==> config.mk <==
export PLATFORM = sky130hd
export DESIGN_NAME = uart_rx_ctrl_flat
export DESIGN_NICKNAME = d
export VERILOG_FILES = /design/src/rtl/uart_rx_pkg.sv /design/src/rtl/uart_rx_ctrl_if.sv /design/src/rtl/uart_rx_sampler.sv /design/src/rtl/uart_rx_ctrl.sv /design/src/flat_wrapper.sv
export SDC_FILE = /design/constraint.sdc
export NUM_CORES = 1
export LEC_CHECK = 0
export CAP_MARGIN = 20
export CORE_MARGIN = 1
export CORE_UTILIZATION = 52
export DETAILED_ROUTE_END_ITERATION = 10
export GPL_TIMING_DRIVEN = 0
export PLACE_DENSITY = 0.83
export SETUP_SLACK_MARGIN = 0.1
export SYNTH_ARGS = -nofsm -noshare
export SYNTH_HDL_FRONTEND = slang
export SYNTH_SLANG_ARGS = --single-unit
==> constraint.sdc <==
create_clock -name CLK -period 2.8 [get_ports CLK]
set_input_delay 0.56 -clock CLK [delete_from_list [all_inputs] [get_ports CLK]]
set_output_delay 0.56 -clock CLK [all_outputs]
set_load 0.02 [all_outputs]
==> src/rtl/uart_rx_pkg.sv <==
// uart_rx_pkg: shared constants for the UART receive controller.
//   state_t / IDLE..STOP : FSM state encoding (legacy 3-bit constants)
//   PRESCALE_*           : legal oversampling ratios and the fallback ratio
//   PAR_EVEN / PAR_ODD   : PAR_TYP encodings
//   norm_prescale()      : maps any requested ratio onto a legal one
package uart_rx_pkg;
   typedef logic [2:0] state_t;
   localparam state_t IDLE   = 3'd0;
   localparam state_t START  = 3'd1;
   localparam state_t DATA   = 3'd2;
   localparam state_t PARITY = 3'd3;
   localparam state_t STOP   = 3'd4;
   localparam int unsigned PRESCALE_8   = 8;
   localparam int unsigned PRESCALE_16  = 16;
   localparam int unsigned PRESCALE_32  = 32;
   localparam int unsigned PRESCALE_DEF = PRESCALE_16;
   localparam logic PAR_EVEN = 1'b0;
   localparam logic PAR_ODD  = 1'b1;
   function automatic int unsigned norm_prescale(input int unsigned p);
      return (p == PRESCALE_8 || p == PRESCALE_16 || p == PRESCALE_32) ? p : PRESCALE_DEF;
   endfunction
endpackage

==> src/rtl/uart_rx_ctrl_if.sv <==
// uart_rx_ctrl_if: deserializer handshake and frame status bundle of the receive controller.
//   DESER_DATA    : parallel word from the deserializer (used for parity)
//   DESER_EN      : deserializer enable, low clears its bit counter
//   DESER_TICK_EN : deserializer may shift on SAMPLE_TICK
//   SAMPLE_TICK / SAMPLED_BIT : mid-bit strobe and the sampled line value
//   DATA_VALID / FRAME_DONE / PAR_ERR / STP_ERR / STRT_GLITCH : frame status
//   master : controller side, slave : deserializer/register side
interface uart_rx_ctrl_if #(parameter int DATA_WIDTH = 8);
   logic [DATA_WIDTH-1:0] DESER_DATA;
   logic DESER_EN;
   logic DESER_TICK_EN;
   logic SAMPLE_TICK;
   logic SAMPLED_BIT;
   logic DATA_VALID;
   logic FRAME_DONE;
   logic PAR_ERR;
   logic STP_ERR;
   logic STRT_GLITCH;
   modport master (
      input  DESER_DATA,
      output DESER_EN, DESER_TICK_EN, SAMPLE_TICK, SAMPLED_BIT,
             DATA_VALID, FRAME_DONE, PAR_ERR, STP_ERR, STRT_GLITCH
   );
   modport slave (
      output DESER_DATA,
      input  DESER_EN, DESER_TICK_EN, SAMPLE_TICK, SAMPLED_BIT,
             DATA_VALID, FRAME_DONE, PAR_ERR, STP_ERR, STRT_GLITCH
   );
endinterface

==> src/rtl/uart_rx_sampler.sv <==
// uart_rx_sampler: per-bit edge counter and mid-bit line sampler.
//   CLK, RST    : clock, asynchronous active-low reset
//   en          : counting enable from the FSM; low holds ec at 0
//   rx_in       : synchronized serial line
//   p           : latched oversampling ratio P
//   ec          : edge counter 0..P-1
//   sample_tick : strobe at ec == P/2+1
//   sampled_bit : captured (or 2-of-3 voted) line value
// Macro UART_RX_MAJORITY_SAMPLE_EN: capture at P/2-2, P/2-1, P/2 and vote;
// otherwise a single capture at P/2.
module uart_rx_sampler #(parameter int PRESCALE_W = 6) (
   input  logic                  CLK,
   input  logic                  RST,
   input  logic                  en,
   input  logic                  rx_in,
   input  logic [PRESCALE_W-1:0] p,
   output logic [PRESCALE_W-1:0] ec,
   output logic                  sample_tick,
   output logic                  sampled_bit
);
   logic [PRESCALE_W-1:0] half;
   assign half = p >> 1;
   always_ff @(posedge CLK or negedge RST)
      if (!RST) ec <= '0;
      else ec <= (!en || ec == p - PRESCALE_W'(1)) ? '0 : ec + PRESCALE_W'(1);
   assign sample_tick = en && ec == half + PRESCALE_W'(1);
`ifdef UART_RX_MAJORITY_SAMPLE_EN
   logic [2:0] cap;
   // Three consecutive captures ending at P/2 shift through cap.
   always_ff @(posedge CLK or negedge RST)
      if (!RST) cap <= '0;
      else if (en && ec >= half - PRESCALE_W'(2) && ec <= half) cap <= {cap[1:0], rx_in};
   assign sampled_bit = (cap[0] & cap[1]) | (cap[1] & cap[2]) | (cap[0] & cap[2]);
`else
   logic cap;
   always_ff @(posedge CLK or negedge RST)
      if (!RST) cap <= 1'b0;
      else if (en && ec == half) cap <= rx_in;
   assign sampled_bit = cap;
`endif
endmodule

==> src/rtl/uart_rx_ctrl.sv <==
// uart_rx_ctrl: UART receive frame controller (start detect, bit sequencing,
// parity/stop checking and frame status).
//   CLK, RST  : clock, asynchronous active-low reset
//   RX_IN     : synchronized serial line, idle high
//   PRESCALE  : oversampling ratio (8/16/32, anything else runs as 16)
//   PAR_EN    : parity bit present
//   PAR_TYP   : 0 even, 1 odd
//   bus       : uart_rx_ctrl_if.master (deserializer control and frame status)
// Macro UART_RX_MAJORITY_SAMPLE_EN selects 2-of-3 voting in uart_rx_sampler.
module uart_rx_ctrl
   import uart_rx_pkg::*;
#(
   parameter int DATA_WIDTH = 8,
   parameter int PRESCALE_W = 6
) (
   input  logic                  CLK,
   input  logic                  RST,
   input  logic                  RX_IN,
   input  logic [PRESCALE_W-1:0] PRESCALE,
   input  logic                  PAR_EN,
   input  logic                  PAR_TYP,
   uart_rx_ctrl_if.master        bus
);
   localparam int BC_W = $clog2(DATA_WIDTH);
   localparam logic [BC_W-1:0] BC_LAST = BC_W'(DATA_WIDTH - 1);
   state_t state;
   logic [PRESCALE_W-1:0] p_q, ec;
   logic [BC_W-1:0] bc;
   logic par_en_q, par_typ_q, tick, sbit, last;
   logic frame_done, data_valid, par_err, stp_err, strt_glitch;
   assign last = ec == p_q - PRESCALE_W'(1);
   uart_rx_sampler #(.PRESCALE_W(PRESCALE_W)) u_sampler (
      .CLK        (CLK),
      .RST        (RST),
      .en         (state != IDLE),
      .rx_in      (RX_IN),
      .p          (p_q),
      .ec         (ec),
      .sample_tick(tick),
      .sampled_bit(sbit)
   );
   always_ff @(posedge CLK or negedge RST)
      if (!RST) begin
         state       <= IDLE;
         p_q         <= '0;
         par_en_q    <= 1'b0;
         par_typ_q   <= 1'b0;
         bc          <= '0;
         frame_done  <= 1'b0;
         data_valid  <= 1'b0;
         par_err     <= 1'b0;
         stp_err     <= 1'b0;
         strt_glitch <= 1'b0;
      end else begin
         frame_done  <= 1'b0;
         data_valid  <= 1'b0;
         strt_glitch <= 1'b0;
         case (state)
            IDLE:
               if (!RX_IN) begin
                  state     <= START;
                  p_q       <= PRESCALE_W'(norm_prescale(32'(PRESCALE)));
                  par_en_q  <= PAR_EN;
                  par_typ_q <= PAR_TYP;
                  par_err   <= 1'b0;
                  stp_err   <= 1'b0;
               end
            START:
               if (tick && sbit) begin
                  strt_glitch <= 1'b1;
                  state       <= IDLE;
               end else if (last) state <= DATA;
            DATA:
               if (last) begin
                  bc <= (bc == BC_LAST) ? '0 : bc + BC_W'(1);
                  if (bc == BC_LAST) state <= par_en_q ? PARITY : STOP;
               end
            PARITY: begin
               if (tick && sbit != (^bus.DESER_DATA ^ par_typ_q)) par_err <= 1'b1;
               if (last) state <= STOP;
            end
            // Frame closes at mid stop bit so the next start edge is caught.
            STOP:
               if (tick) begin
                  stp_err    <= !sbit;
                  frame_done <= 1'b1;
                  data_valid <= !par_err && sbit;
                  state      <= IDLE;
               end
            default: state <= IDLE;
         endcase
      end
   assign bus.DESER_EN      = state == DATA || state == PARITY || state == STOP;
   assign bus.DESER_TICK_EN = state == DATA;
   assign bus.SAMPLE_TICK   = tick;
   assign bus.SAMPLED_BIT   = sbit;
   assign bus.DATA_VALID    = data_valid;
   assign bus.FRAME_DONE    = frame_done;
   assign bus.PAR_ERR       = par_err;
   assign bus.STP_ERR       = stp_err;
   assign bus.STRT_GLITCH   = strt_glitch;
endmodule

==> src/flat_wrapper.sv <==
// flat-port wrapper written by rule: the top's interface ports become plain ports
module uart_rx_ctrl_flat import uart_rx_pkg::*;
#(
   parameter int DATA_WIDTH = 8,
   parameter int PRESCALE_W = 6
)
  (CLK, RST, RX_IN, PRESCALE, PAR_EN, PAR_TYP, bus_DESER_DATA, bus_DESER_EN, bus_DESER_TICK_EN, bus_SAMPLE_TICK, bus_SAMPLED_BIT, bus_DATA_VALID, bus_FRAME_DONE, bus_PAR_ERR, bus_STP_ERR, bus_STRT_GLITCH);
  uart_rx_ctrl_if #(.DATA_WIDTH(DATA_WIDTH)) bus_i ();
  input  logic CLK;
  input  logic RST;
  input  logic RX_IN;
  input  logic [PRESCALE_W-1:0] PRESCALE;
  input  logic PAR_EN;
  input  logic PAR_TYP;
  input wire logic [$bits(bus_i.DESER_DATA)-1:0] bus_DESER_DATA;
  output wire logic [$bits(bus_i.DESER_EN)-1:0] bus_DESER_EN;
  output wire logic [$bits(bus_i.DESER_TICK_EN)-1:0] bus_DESER_TICK_EN;
  output wire logic [$bits(bus_i.SAMPLE_TICK)-1:0] bus_SAMPLE_TICK;
  output wire logic [$bits(bus_i.SAMPLED_BIT)-1:0] bus_SAMPLED_BIT;
  output wire logic [$bits(bus_i.DATA_VALID)-1:0] bus_DATA_VALID;
  output wire logic [$bits(bus_i.FRAME_DONE)-1:0] bus_FRAME_DONE;
  output wire logic [$bits(bus_i.PAR_ERR)-1:0] bus_PAR_ERR;
  output wire logic [$bits(bus_i.STP_ERR)-1:0] bus_STP_ERR;
  output wire logic [$bits(bus_i.STRT_GLITCH)-1:0] bus_STRT_GLITCH;
  assign bus_i.DESER_DATA = bus_DESER_DATA;
  assign bus_DESER_EN = bus_i.DESER_EN;
  assign bus_DESER_TICK_EN = bus_i.DESER_TICK_EN;
  assign bus_SAMPLE_TICK = bus_i.SAMPLE_TICK;
  assign bus_SAMPLED_BIT = bus_i.SAMPLED_BIT;
  assign bus_DATA_VALID = bus_i.DATA_VALID;
  assign bus_FRAME_DONE = bus_i.FRAME_DONE;
  assign bus_PAR_ERR = bus_i.PAR_ERR;
  assign bus_STP_ERR = bus_i.STP_ERR;
  assign bus_STRT_GLITCH = bus_i.STRT_GLITCH;
  uart_rx_ctrl #(.DATA_WIDTH(DATA_WIDTH), .PRESCALE_W(PRESCALE_W)) u_core (.CLK(CLK), .RST(RST), .RX_IN(RX_IN), .PRESCALE(PRESCALE), .PAR_EN(PAR_EN), .PAR_TYP(PAR_TYP), .bus(bus_i));
endmodule
=== Yosys cells after proc, flatten, opt, wreduce, memory -nomap -nowiden ===
Cells that the tools add are included.

* Bits in registers: 26
* Bits in latches: 0
* RAM bits: 0
* ROM bits: 0
* Bits of input ports: 19
* Word-level logic and storage cells: 83
* Memories: 0

* $add $sub $neg: 4
* Multipliers: 0
* Div/mod/pow operators: 0
* $lt $le $gt $ge: 0
* Equality and inequality tests: 19
* Shift operators: 0
* Multiplexer cells: 23
* Bitwise operators: 2
* Reductions and logical operators: 23

{| class="wikitable"
|+ Operators with widths
! kind !! count
|-
| two-way mux 3 bit || 9
|-
| one-hot mux 3 bit (5 select lines) || 1
|-
| == test 6 bit || 2
|-
| two-way mux 6 bit || 2
|-
| inequality test 2 x 1 -> 1 bit, second input constant || 5
|-
| two-way mux 1 bit || 9
|-
| parity 8 bit || 1
|-
| adder 5 x 1 -> 6 bit, second input constant || 1
|-
| adder 6 x 1 -> 6 bit, second input constant || 1
|-
| == test 3 x 2 -> 1 bit, second input constant || 2
|-
| == test 3 bit, second input constant || 2
|-
| == test 6 x 4 -> 1 bit, second input constant || 1
|-
| == test 6 x 5 -> 1 bit || 1
|-
| == test 6 x 5 -> 1 bit, second input constant || 1
|-
| == test 6 bit, second input constant || 1
|-
| AND reduction 3 bit || 2
|-
| AND reduction 6 bit || 1
|-
| subtractor 6 x 1 -> 6 bit, second input constant || 1
|-
| logical AND 1 bit || 5
|-
| logical OR 1 bit || 5
|-
| one-hot mux 1 bit (2 select lines) || 2
|-
| AND reduction 2 bit || 2
|-
| nonzero test 2 bit || 2
|-
| adder 3 x 1 -> 3 bit, second input constant || 1
|-
| 9 further kinds || 11
|}

=== Depth between registers and ports, before layout ===
Gate-level depths: netlist (run 1).

* Word-level depth: 6
* Depth in mapped cells: 10
* Gate-level depth less buffers: 8

=== Hierarchy ===
From an unflattened synthesis (run 1), not the netlist that was laid out.

* Cell total of the unflattened synthesis: 189
* Area, all modules: 1834.3 µm²

{| class="wikitable"
|+ By module, submodules not included
! module !! times used !! cells an instance !! area each (µm²) !! seq. area each (µm²)
|-
| uart_rx_ctrl || 1 || 119 || 1178.6 || 475.5
|-
| uart_rx_sampler || 1 || 70 || 655.6 || 175.2
|}

=== Least setup slack after synthesis (run 1) ===
Ideal clock, no wire load.

* Kind: reg-to-reg
* Start: register u_core.p_q[2]
* End: register u_core.bc[0]
* Setup time: 0.125 ns
* Arrival time: 2.376 ns
* Slack: 0.299 ns
* Cell stages (with the launch flop): 11
* Buffers on the path: 2
* Cell sequence: dfrtp_1 buf_2 inv_1 ha_1 nor4b_1 xnor2_1 nand2_1 or3_1 buf_2 or3_4 mux2_4

* Longest elaborated chain between the ends: 3

{| class="wikitable"
|+ RTL lines
! what !! RTL line !! text
|-
| from (decl) || uart_rx_ctrl.sv:27 || <nowiki>logic [PRESCALE_W-1:0] p_q, ec;</nowiki>
|-
| from (signal assigned) || uart_rx_ctrl.sv:62 || <nowiki>p_q <= PRESCALE_W'(norm_prescale(32'(PRESCALE)));</nowiki>
|-
| subtractor 6 x 1 -> 6 bit || uart_rx_ctrl.sv:31 || <nowiki>assign last = ec == p_q - PRESCALE_W'(1);</nowiki>
|-
| == test 6 bit || uart_rx_ctrl.sv:31 ||
|-
| AND reduction 2 bit (no line) || n/a ||
|-
| to (signal assigned) || uart_rx_ctrl.sv:75 || <nowiki>bc <= (bc == BC_LAST) ? '0 : bc + BC_W'(1);</nowiki>
|-
| to (decl) || uart_rx_ctrl.sv:28 || <nowiki>logic [BC_W-1:0] bc;</nowiki>
|}

No other way between the ends.
A chain may end at the register's enable or synchronous reset.

=== Final worst setup path (run 1) ===
* Start: register u_core.p_q[2]
* End: output bus_SAMPLE_TICK

* Longest elaborated chain between the ends: 3

{| class="wikitable"
|+ RTL lines
! what !! RTL line !! text
|-
| adder 5 x 1 -> 6 bit || uart_rx_sampler.sv:26 || <nowiki>assign sample_tick = en && ec == half + PRESCALE_W'(1);</nowiki>
|-
| == test 6 bit || uart_rx_sampler.sv:26 ||
|-
| logical AND 1 bit || uart_rx_sampler.sv:26 ||
|-
| to (decl) || flat_wrapper.sv:18 || <nowiki>output wire logic [$bits(bus_i.SAMPLE_TICK)-1:0] bus_SAMPLE_TICK;</nowiki>
|}

No other way between the ends.

==> impl_results.md, run 1 <==
* Final core occ at 72.1%
* Hold Crit Class: reg2reg
* Nets@finish at 233
* Period utilisation layout at 95.8%
* #FFs+latches synth at 26
* Most frequent cells in the layout: 26 x clkdlybuf4s50_1, 25 x dfrtp_1, 21 x nand2_1
* Leak at 0.925 nW
* Layout area overhead at 27.5%
* R2r endpoint: u_core.bc[2]
* Worst Path Arrival at 2120 ps
* WL/cell at 15.7 µm
* Critical path cell sequence: buf_6 > inv_4 > ha_4 > xor2_1 > a211o_1 > nand4b_1 > nor2_2 > buf_6
* CTS clk-pin slew, worst paths at 150 ps
* Num CTS Buffers at 3
* Vias at 1363
* CP max stage delay at 430 ps
* Hold slack at 491 ps
* Antenna viol nets, final at 0
* Final setup margin at 117 ps
* Detailed placer's ending HPWL at 2810 µm
* Pre-CTS setup slack at -173 ps
* Layout cell share with drive strength beyond 1 at 13.0%
* Period minus WS final at 2680 ps
* # setup viols final at 0
* CP most frequent cell: buf_6
* Crit path buffers/inverters at 3
* Largest net degree at the start of global routing at 18
* Initial DRC count at 39
* Die height at 57.7 µm
* Initial Util at 56.6%
* Worst clock skew at 5.19 ps
* Slowest CP cell: dfrtp_1
* Share of async-settable or async-resettable flops after synthesis at 100%
* H-tree level count at 1
* Hold Fails Final Rpt at 0
* Top cells by area, synth: dfrtp_1 40%, xnor2_1 11%, nand2_1 4.9%, ha_1 4.7%, xor2_1 4.3%
* Post-synth top area share at 40.3%
* DP Cell Count at 231
* Diodes inserted at 0
* Max-slew headroom at 62.6%
* GPL Wtd Cong at 0.853
* CP startpoint kind: flop
* Critical Path Sink Type: output port
* Synth Instances at 172
* Sequential-to-total area share from yosys stat at 40.3%
* Global-route wire length before repair at 6510 µm
* Root Buffer: clkbuf_4
* Max-slew violations at 0
* CP Depth at 8
* Worst Setup SP: u_core.p_q[2]
* Power, Total at 1.70 mW
* Maximum vdd drop at 490 µV
* MaxCap Viol Count at 0
* Grt ovf at 0
* Commonest non-fill, non-tap cell in the layout: clkdlybuf4s50_1
* Critical path peak fanout at 3
* Cells on worst reg2reg path at 10
* Rows at 19
* Fillers at 224
* Vias/cell at 5.73
* Worst slew pin tran at 559 ps
* Vias in the first global route at 1438
* Worst path required time at 2240 ps
* Worst setup path class: reg2out
* Drt first pass iters at 4
* Library cells used by synthesis at 40
* Die area at 3330 µm²
* Non-Filler Instances at 238
* EDFF count, synth at 0
* Top cell type by total area after synthesis: dfrtp_1
* Syn Area/Cell at 9.38 µm²
* Mapped cell area at 1610 µm²
* F_max at 373 MHz
* Clk buf depth at 2
* Pwr dens at 825 nW/µm²
* Crit-path leading delay family: flip-flops
* RSZ-0062 raised after global routing: yes
* Die W at 57.7 µm
* I/O pin total at 28
* Status: finished clean
* Reg2reg start: u_core.p_q[2]
* Post-synth net total at 197
* GRT Total Usage at 25.7%
* Initial antenna violation count at 0
* Number of port buffers at 27
* Hold Buf Count CTS at 0
* Worst setup path endpoint: bus_SAMPLE_TICK
* CTS tree: yes
* Core area at 2850 µm²
* Synth Flop Type: dfrtp_1
* # DRC at 0
* Clock sinks at 26
* Ys Warns at 0
* R2r setup slk at 330 ps
* Worst-skew pair later-pin latency at 330 ps
* Drt total wl at 3740 µm
-- where the power goes --
group | internal (mW) | total (mW) | switching (mW)
clock network | 0.145 | 0.264 | 0.119
registers | 0.468 | 0.579 | 0.111
logic | 0.406 | 0.856 | 0.450
total | 1.02 | 1.70 | 0.679
-- sequential cells by signal (all words and copies together), names as in the netlist --
register and cells:
u_core.state 3, u_core.bc 3, u_core.p_q 6, u_core.bus.STRT_GLITCH 1
u_core.par_en_q 1, u_core.bus.PAR_ERR 1, u_core.bus.DATA_VALID 1, u_core.u_sampler.sampled_bit 1
u_core.bus.FRAME_DONE 1, u_core.par_typ_q 1, u_core.u_sampler.ec 6, u_core.bus.STP_ERR 1
-- repair_timing --
action	4_1_cts	5_1_grt
setup endpoints to repair	2	4
gates resized for setup	11	4
gates cloned	0	0
pin swaps	1	2
hold endpoints to repair	0	0
setup buffers	3	0
-- cell usage after synthesis (4+ instances only) --
master    number
buf_2          4
dfrtp_1       26
ha_1           6
inv_1          6
nand2_1       21
nand2b_1       5
nand3_1        5
nor2_1        18
o21ai_0        7
xnor2_1       20
xor2_1         8
-- worst min-delay path by stage --
| stage | cells after the start | to | startpoint |
|---|---|---|---|
| 2_1_floorplan | 0 | u_core.bc[0] | RST |
| 3_3_place_gp | 1 | u_core.bus.DATA_VALID | u_core.bus.PAR_ERR |
| 3_5_place_dp | 1 | u_core.bus.DATA_VALID | u_core.bus.PAR_ERR |
| 4_1_cts | 1 | u_core.bus.DATA_VALID | u_core.bus.PAR_ERR |
| 5_1_grt | 1 | u_core.bus.DATA_VALID | u_core.bus.PAR_ERR |
| 6_report | 1 | u_core.bus.DATA_VALID | u_core.bus.PAR_ERR |
-- cells by family (layout without fill, tap and decap cells) --
group / count (synthesis) / in the layout / share of synthesized area [%]
AND/OR/NAND/NOR: 73 / 73 / 23.9
adder cells (fa/ha/maj): 6 / 6 / 4.65
buffers and inverters: 14 / 49 / 3.64
XOR/XNOR: 28 / 28 / 15.2
AO/OA/AOI/OAI: 19 / 19 / 7.60
multiplexers: 6 / 6 / 4.73
flip-flops: 26 / 26 / 40.3
-- worst reg2reg max path, stage by stage, from the launching register on --
cell	delay, ps
dfrtp_1	430
buf_6	130
inv_4	60
ha_4	120
nor4b_2	210
xnor2_1	180
nand2_1	70
or3_1	340
buf_2	170
or3_4	370
mux2_4	310
-- per-stage QoR --
stage	setup TNS [ps]	cell area [µm²]
floorplan	0	1610
global placement	-162	1920
detailed placement	-173	1950
CTS	0	2040
global route	0	2060
finish	0	2060
-- layer usage --
metal  track usage, %  vias to the layer above  part of all wire [%]
met3             2.90                        5                   3.9
li1                 -                      653                     -
met1             32.0                      660                    41
met5                0                        -                     0
met2             46.2                       45                    54
met4             8.84                        0                   1.6
-- final cells by class --
| class | count | area (µm²) | share of cell area (%) |
|---|---|---|---|
| sequential | 26 | 652 | 31.7 |
| clock inverter | 1 | 30.0 | 1.46 |
| tap | 31 | 38.8 | 1.88 |
| multi-input combinational | 132 | 926 | 45.0 |
| inverter | 6 | 25.0 | 1.22 |
| timing repair buffer | 31 | 322 | 15.6 |
| clock buffer | 3 | 22.5 | 1.09 |
| buffer | 8 | 42.5 | 2.07 |
Note: power is estimated with default switching activity, not from simulation.
==> run 2, diff against run 1 <==
- CORE_UTILIZATION: 52 -> 59
- DONT_BUFFER_PORTS: default -> 1
- MAX_ROUTING_LAYER: default -> met4
- PLACE_DENSITY: 0.83 -> 0.79
==> run 2 against run 1 <==
Compared with the run above: total power shrank 13%; via count shrank 6.7%; final cell count shrank 12%; die area shrank 11%; combinational power shrank 15%; count of clock-buffer cells in the layout is the same; highest routed layer unchanged; critical path type unchanged; register-to-register slack lost 140 ps.
==> impl_results.md, run 2 (synthesized netlist as in run 1, its figures left out) <==
* Status: finished clean
* Grt ovf at 0
* Comb power frac at 49.2%
* GRT Total Usage at 24.9%
* # setup viols final at 0
* Die W at 54.3 µm
* Reg power frac at 40.4%
* Clock power frac at 10.5%
* Worst clock skew at 3.48 ps
* Largest net degree at the start of global routing at 27
* Layout area overhead at 7.29%
* Core area at 2520 µm²
* Max-slew headroom at 65.4%
* Number of port buffers at 0
* Rows at 18
* H-tree level count at 1
* Vias at 1271
* Clk buf depth at 2
* Critical path peak fanout at 4
* Pwr dens at 857 nW/µm²
* Worst path required time at 2240 ps
* Layout cell share with drive strength beyond 1 at 12.3%
* Initial Util at 64.0%
* Commonest non-fill, non-tap cell in the layout: dfrtp_1
* RSZ-0062 raised after global routing: no
* Nets@finish at 206
* Initial antenna violation count at 0
* Drt first pass iters at 4
* Detailed placer's ending HPWL at 2480 µm
* Antenna viol nets, final at 0
* Worst slew pin tran at 517 ps
* F_max at 380 MHz
* Critical Path Sink Type: output port
* Fillers at 206
* GPL Wtd Cong at 0.894
* Die height at 54.3 µm
* Worst-skew pair later-pin latency at 320 ps
* Num CTS Buffers at 3
* Final core occ at 68.7%
* Global-route wire length before repair at 5040 µm
* Hold Crit Class: in2async
* Cell internal pwr at 0.842 mW
* Vias/cell at 6.08
* MaxCap Viol Count at 0
* Vias in the first global route at 1217
* Switching power at 0.643 mW
* WL/cell at 15.8 µm
* Hold Fails Final Rpt at 0
* Period minus WS final at 2630 ps
* Period utilisation layout at 93.9%
* I/O pin total at 28
* Maximum vdd drop at 476 µV
* Setup TNS Final at 0 ps
* # DRC at 0
* Biggest regs: u_core.p_q: 6 flops, u_core.u_sampler.ec: 6 flops
* Clock sinks at 26
* Max-slew violations at 0
* Root Buffer: clkbuf_4
* CTS tree: yes
* Drt total wl at 3300 µm
* CP startpoint kind: flop
* Diodes inserted at 0
* Die area at 2950 µm²
* Worst setup path class: reg2out
* Leak at 0.798 nW
* Most frequent cells in the layout: 25 x dfrtp_1, 21 x nand2_1, 20 x xnor2_1
* CTS clk-pin slew, worst paths at 130 ps
* Net switching fraction of the power at 43.3%
* Worst Path Arrival at 2070 ps
* Initial DRC count at 35
## run 2: path summary, 6_finish.rpt
kind | end | slack (ps) | cells after the start | start
worst max-delay path | bus_SAMPLE_TICK | 170 | 6 | u_core.p_q[2]
worst min-delay path | u_core.p_q[1] | 40 | 1 | RST
worst max register to register | u_core.bc[1] | 190 | 10 | u_core.p_q[2]
worst min register to register | u_core.par_typ_q | 530 | 2 | u_core.par_typ_q
max in group asynchronous | u_core.p_q[1] | 2610 | 1 | RST
min in group CLK | u_core.par_en_q | 360 | 2 | PAR_EN
## run 2: final cells by class
| class | instances | area [µm²] | share of cell area [%] |
|---|---|---|---|
| sequential | 26 | 652 | 37.6 |
| buffer | 8 | 42.5 | 2.46 |
| multi-input combinational | 132 | 912 | 52.7 |
| tap | 30 | 37.5 | 2.17 |
| clock buffer | 3 | 22.5 | 1.30 |
| inverter | 6 | 22.5 | 1.30 |
| timing repair buffer | 4 | 42.5 | 2.46 |
## run 2: power by group through the flow
stage	clock network (mW)	registers, mW	logic, mW
2_1_floorplan	0	0.574	0.576
3_3_place_gp	0	0.602	0.646
3_5_place_dp	0	0.607	0.679
4_1_cts	0.157	0.599	0.713
5_1_grt	0.171	0.612	0.808
6_report	0.155	0.599	0.730
## run 2: per-stage QoR
| stage | instances | total power [mW] | hold WS (ps) | setup WS [ps] | instance area (µm²) |
|---|---|---|---|---|---|
| final | 209 | 1.48 | 36.6 | 170 | 1730 |
| after global routing | 209 | 1.59 | 30.7 | 101 | 1730 |
| after CTS | 207 | 1.47 | 37.0 | 109 | 1710 |
| after detailed placement | 202 | 1.29 | 265 | 125 | 1650 |
| after global placement | 202 | 1.25 | 265 | 179 | 1650 |
| after floorplan | 172 | 1.15 | 264 | 299 | 1610 |
## run 2: routing by layer
| layer | routed length [µm] | track usage [%] | up-vias |
|---|---|---|---|
| met3 | 180 | 3.61 | 12 |
| met1 | 1360 | 29.8 | 609 |
| li1 | - | - | 601 |
| met2 | 1670 | 41.1 | 49 |
| met4 | 93 | 11.5 | 0 |
| met5 | 0 | - | - |
## run 2: repair_timing
| action | CTS | global route |
|---|---|---|
| endpoints found under the setup margin | 1 | 4 |
| pin swaps | 1 | 1 |
| resized for setup | 4 | 2 |
| setup buffers | 1 | 2 |
| hold endpoints to repair | 26 | 0 |
| hold buffers | 1 | 0 |
## run 2: worst max-delay path: stages, from the launching register on
cell	delay (ps)
dfrtp_1	430
buf_4	140
ha_1	210
and3b_1	170
or3_1	350
a31oi_1	330
nor2_4	130
==> run 3, diff against run 2 <==
- CORE_UTILIZATION: 59 -> 55
- PLACE_DENSITY: 0.79 -> 0.74
==> run 3 against run 2 <==
Compared with the run above: critical path depth rose by 1; worst setup slack got worse by 27 ps; sequential power barely moved; global-route usage fell by 1.7 points; register-to-register slack improved by 50 ps; via count fell by 5.0%; sequential cell count did not move; critical path type unchanged; largest power group unchanged; highest routed layer unchanged.
==> impl_results.md, run 3 (synthesized netlist as in run 1, its figures left out) <==
* Status: finished clean
* Slowest CP cell: dfrtp_1
* Fillers at 251
* Biggest regs: u_core.p_q: 6 flops, u_core.u_sampler.ec: 6 flops
* Maximum vdd drop at 582 µV
* CP startpoint kind: flop
* Max-slew headroom at 63.2%
* WL/cell at 15.3 µm
* Commonest non-fill, non-tap cell in the layout: dfrtp_1
* Max-slew violations at 0
* Vias in the first global route at 1263
* Worst Path Arrival at 2100 ps
* Vias at 1207
* Hold Fails Final Rpt at 0
* I/O pin total at 28
* Worst path required time at 2240 ps
* MaxCap Viol Count at 0
* Pwr dens at 855 nW/µm²
* Crit path buffers/inverters at 2
* Leak at 0.789 nW
* Drt total wl at 3190 µm
* Critical Path Sink Type: output port
* Non-Filler Instances at 208
* Final setup margin at 143 ps
* RSZ-0062 raised after global routing: yes
* Rows at 19
* Num CTS Buffers at 3
* Nets@finish at 204
* Global-route wire length before repair at 5510 µm
* CP Depth at 7
* Period minus WS final at 2660 ps
* Die area at 3160 µm²
* Clk buf depth at 2
* Layout area overhead at 6.59%
* Critical path cell sequence: buf_4 > inv_2 > ha_1 > xor2_1 > a211o_1 > nand4b_1 > nor2_4
* Number of port buffers at 0
* F_max at 376 MHz
* CTS clk-pin slew, worst paths at 130 ps
* Crit-path leading delay family: simple AND/OR/NAND/NOR gates
* Vias/cell at 5.80
* Detailed placer's ending HPWL at 2330 µm
* # setup viols final at 0
* Pre-CTS setup slack at 115 ps
* CP max stage delay at 370 ps
* Initial DRC count at 26
* Period utilisation layout at 94.9%
* Largest net degree at the start of global routing at 27
* Cells on worst reg2reg path at 10
* Worst-skew pair later-pin latency at 320 ps
* Setup TNS Final at 0 ps
* Most frequent cells in the layout: 25 x dfrtp_1, 21 x nand2_1, 20 x xnor2_1
* Core area at 2760 µm²
* Initial Util at 58.5%
* FF+latch area at 652 µm²
* Worst slew pin tran at 549 ps
* Root Buffer: clkbuf_4
* CTS tree: yes
* Diodes inserted at 0
* GRT Total Usage at 23.2%
* Die W at 56.2 µm
* Worst clock skew at 3.50 ps
* Drt first pass iters at 4
* DP Cell Count at 203
* H-tree level count at 1
* Antenna viol nets, final at 0
* Clock sinks at 26
* Grt ovf at 0
* Initial antenna violation count at 0
* Hold Crit Class: in2async
* GPL Wtd Cong at 0.885
* Layout cell share with drive strength beyond 1 at 11.9%
* Critical path peak fanout at 7
* # DRC at 0
* Area of the multi-input gates at 918 µm²
* Worst setup path class: reg2out
* Die height at 56.2 µm
-- run 3: cell types whose count changed in the layout (fill, tap and decap cells not counted), sizes merged --
| cell | delta |
|---|---|
| buf | -2 |
-- run 3: final timing paths --
kind / startpoint / endpoint / slack, ps
max: u_core.p_q[2] / bus_SAMPLE_TICK / 140
min: RST / u_core.par_en_q / 20
max reg2reg: u_core.p_q[2] / u_core.bc[0] / 240
min reg2reg: u_core.par_typ_q / u_core.par_typ_q / 520
max in group asynchronous: RST / u_core.p_q[1] / 2620
min in group CLK: PAR_TYP / u_core.par_typ_q / 340
-- run 3: layout make-up --
type	instances	share of cell area [%]
clock buffers	3	1.31
multi-input cells	132	53.4
inverters	6	1.31
well taps	31	2.25
flip-flops and latches	26	37.9
repair buffers	2	1.60
plain buffers	8	2.25
-- run 3: stage by stage --
step	hold slack, ps	power, mW	instance area (µm²)	utilization (%)
after detailed placement	265	1.28	1650	59.9
after CTS	33.8	1.47	1710	62.2
after global placement	265	1.25	1650	59.9
after floorplan	264	1.15	1610	-
final	24.7	1.47	1720	62.4
after global routing	18.8	1.59	1720	62.4
-- run 3: per-layer routing --
| layer | global-route usage, % | vias to the layer above | part of all wire [%] |
|---|---|---|---|
| met5 | - | - | 0 |
| met4 | 9.06 | 0 | 1.7 |
| met3 | 2.33 | 5 | 4.1 |
| met2 | 37.4 | 32 | 50 |
| met1 | 30.4 | 570 | 44 |
| li1 | - | 600 | - |
-- run 3: timing repair --
item / 4_1_cts / 5_1_grt
gates resized for setup: 5 / 1
endpoints found under the hold margin: 26 / 0
hold buffers: 1 / 0
pin swaps: 1 / 1
setup endpoints to repair: 2 / 4
buffers inserted: 1 / 0
-- run 3: worst reg2reg max path: cells and delay by family (launching register included) --
kind / cells / cell delay (ps)
flops: 1 / 400
mux: 1 / 320
xor+xnor: 1 / 180
fa+ha+maj: 1 / 150
buf+inv: 3 / 420
simple gates: 4 / 1000
-- run 3: where the power goes --
part | switching [mW] | total, mW | internal [mW] | leakage (nW)
registers | 0.131 | 0.599 | 0.468 | 0.341
logic | 0.394 | 0.714 | 0.320 | 0.435
clock network | 0.107 | 0.157 | 0.0506 | 0.0138
total | 0.631 | 1.47 | 0.839 | 0.789
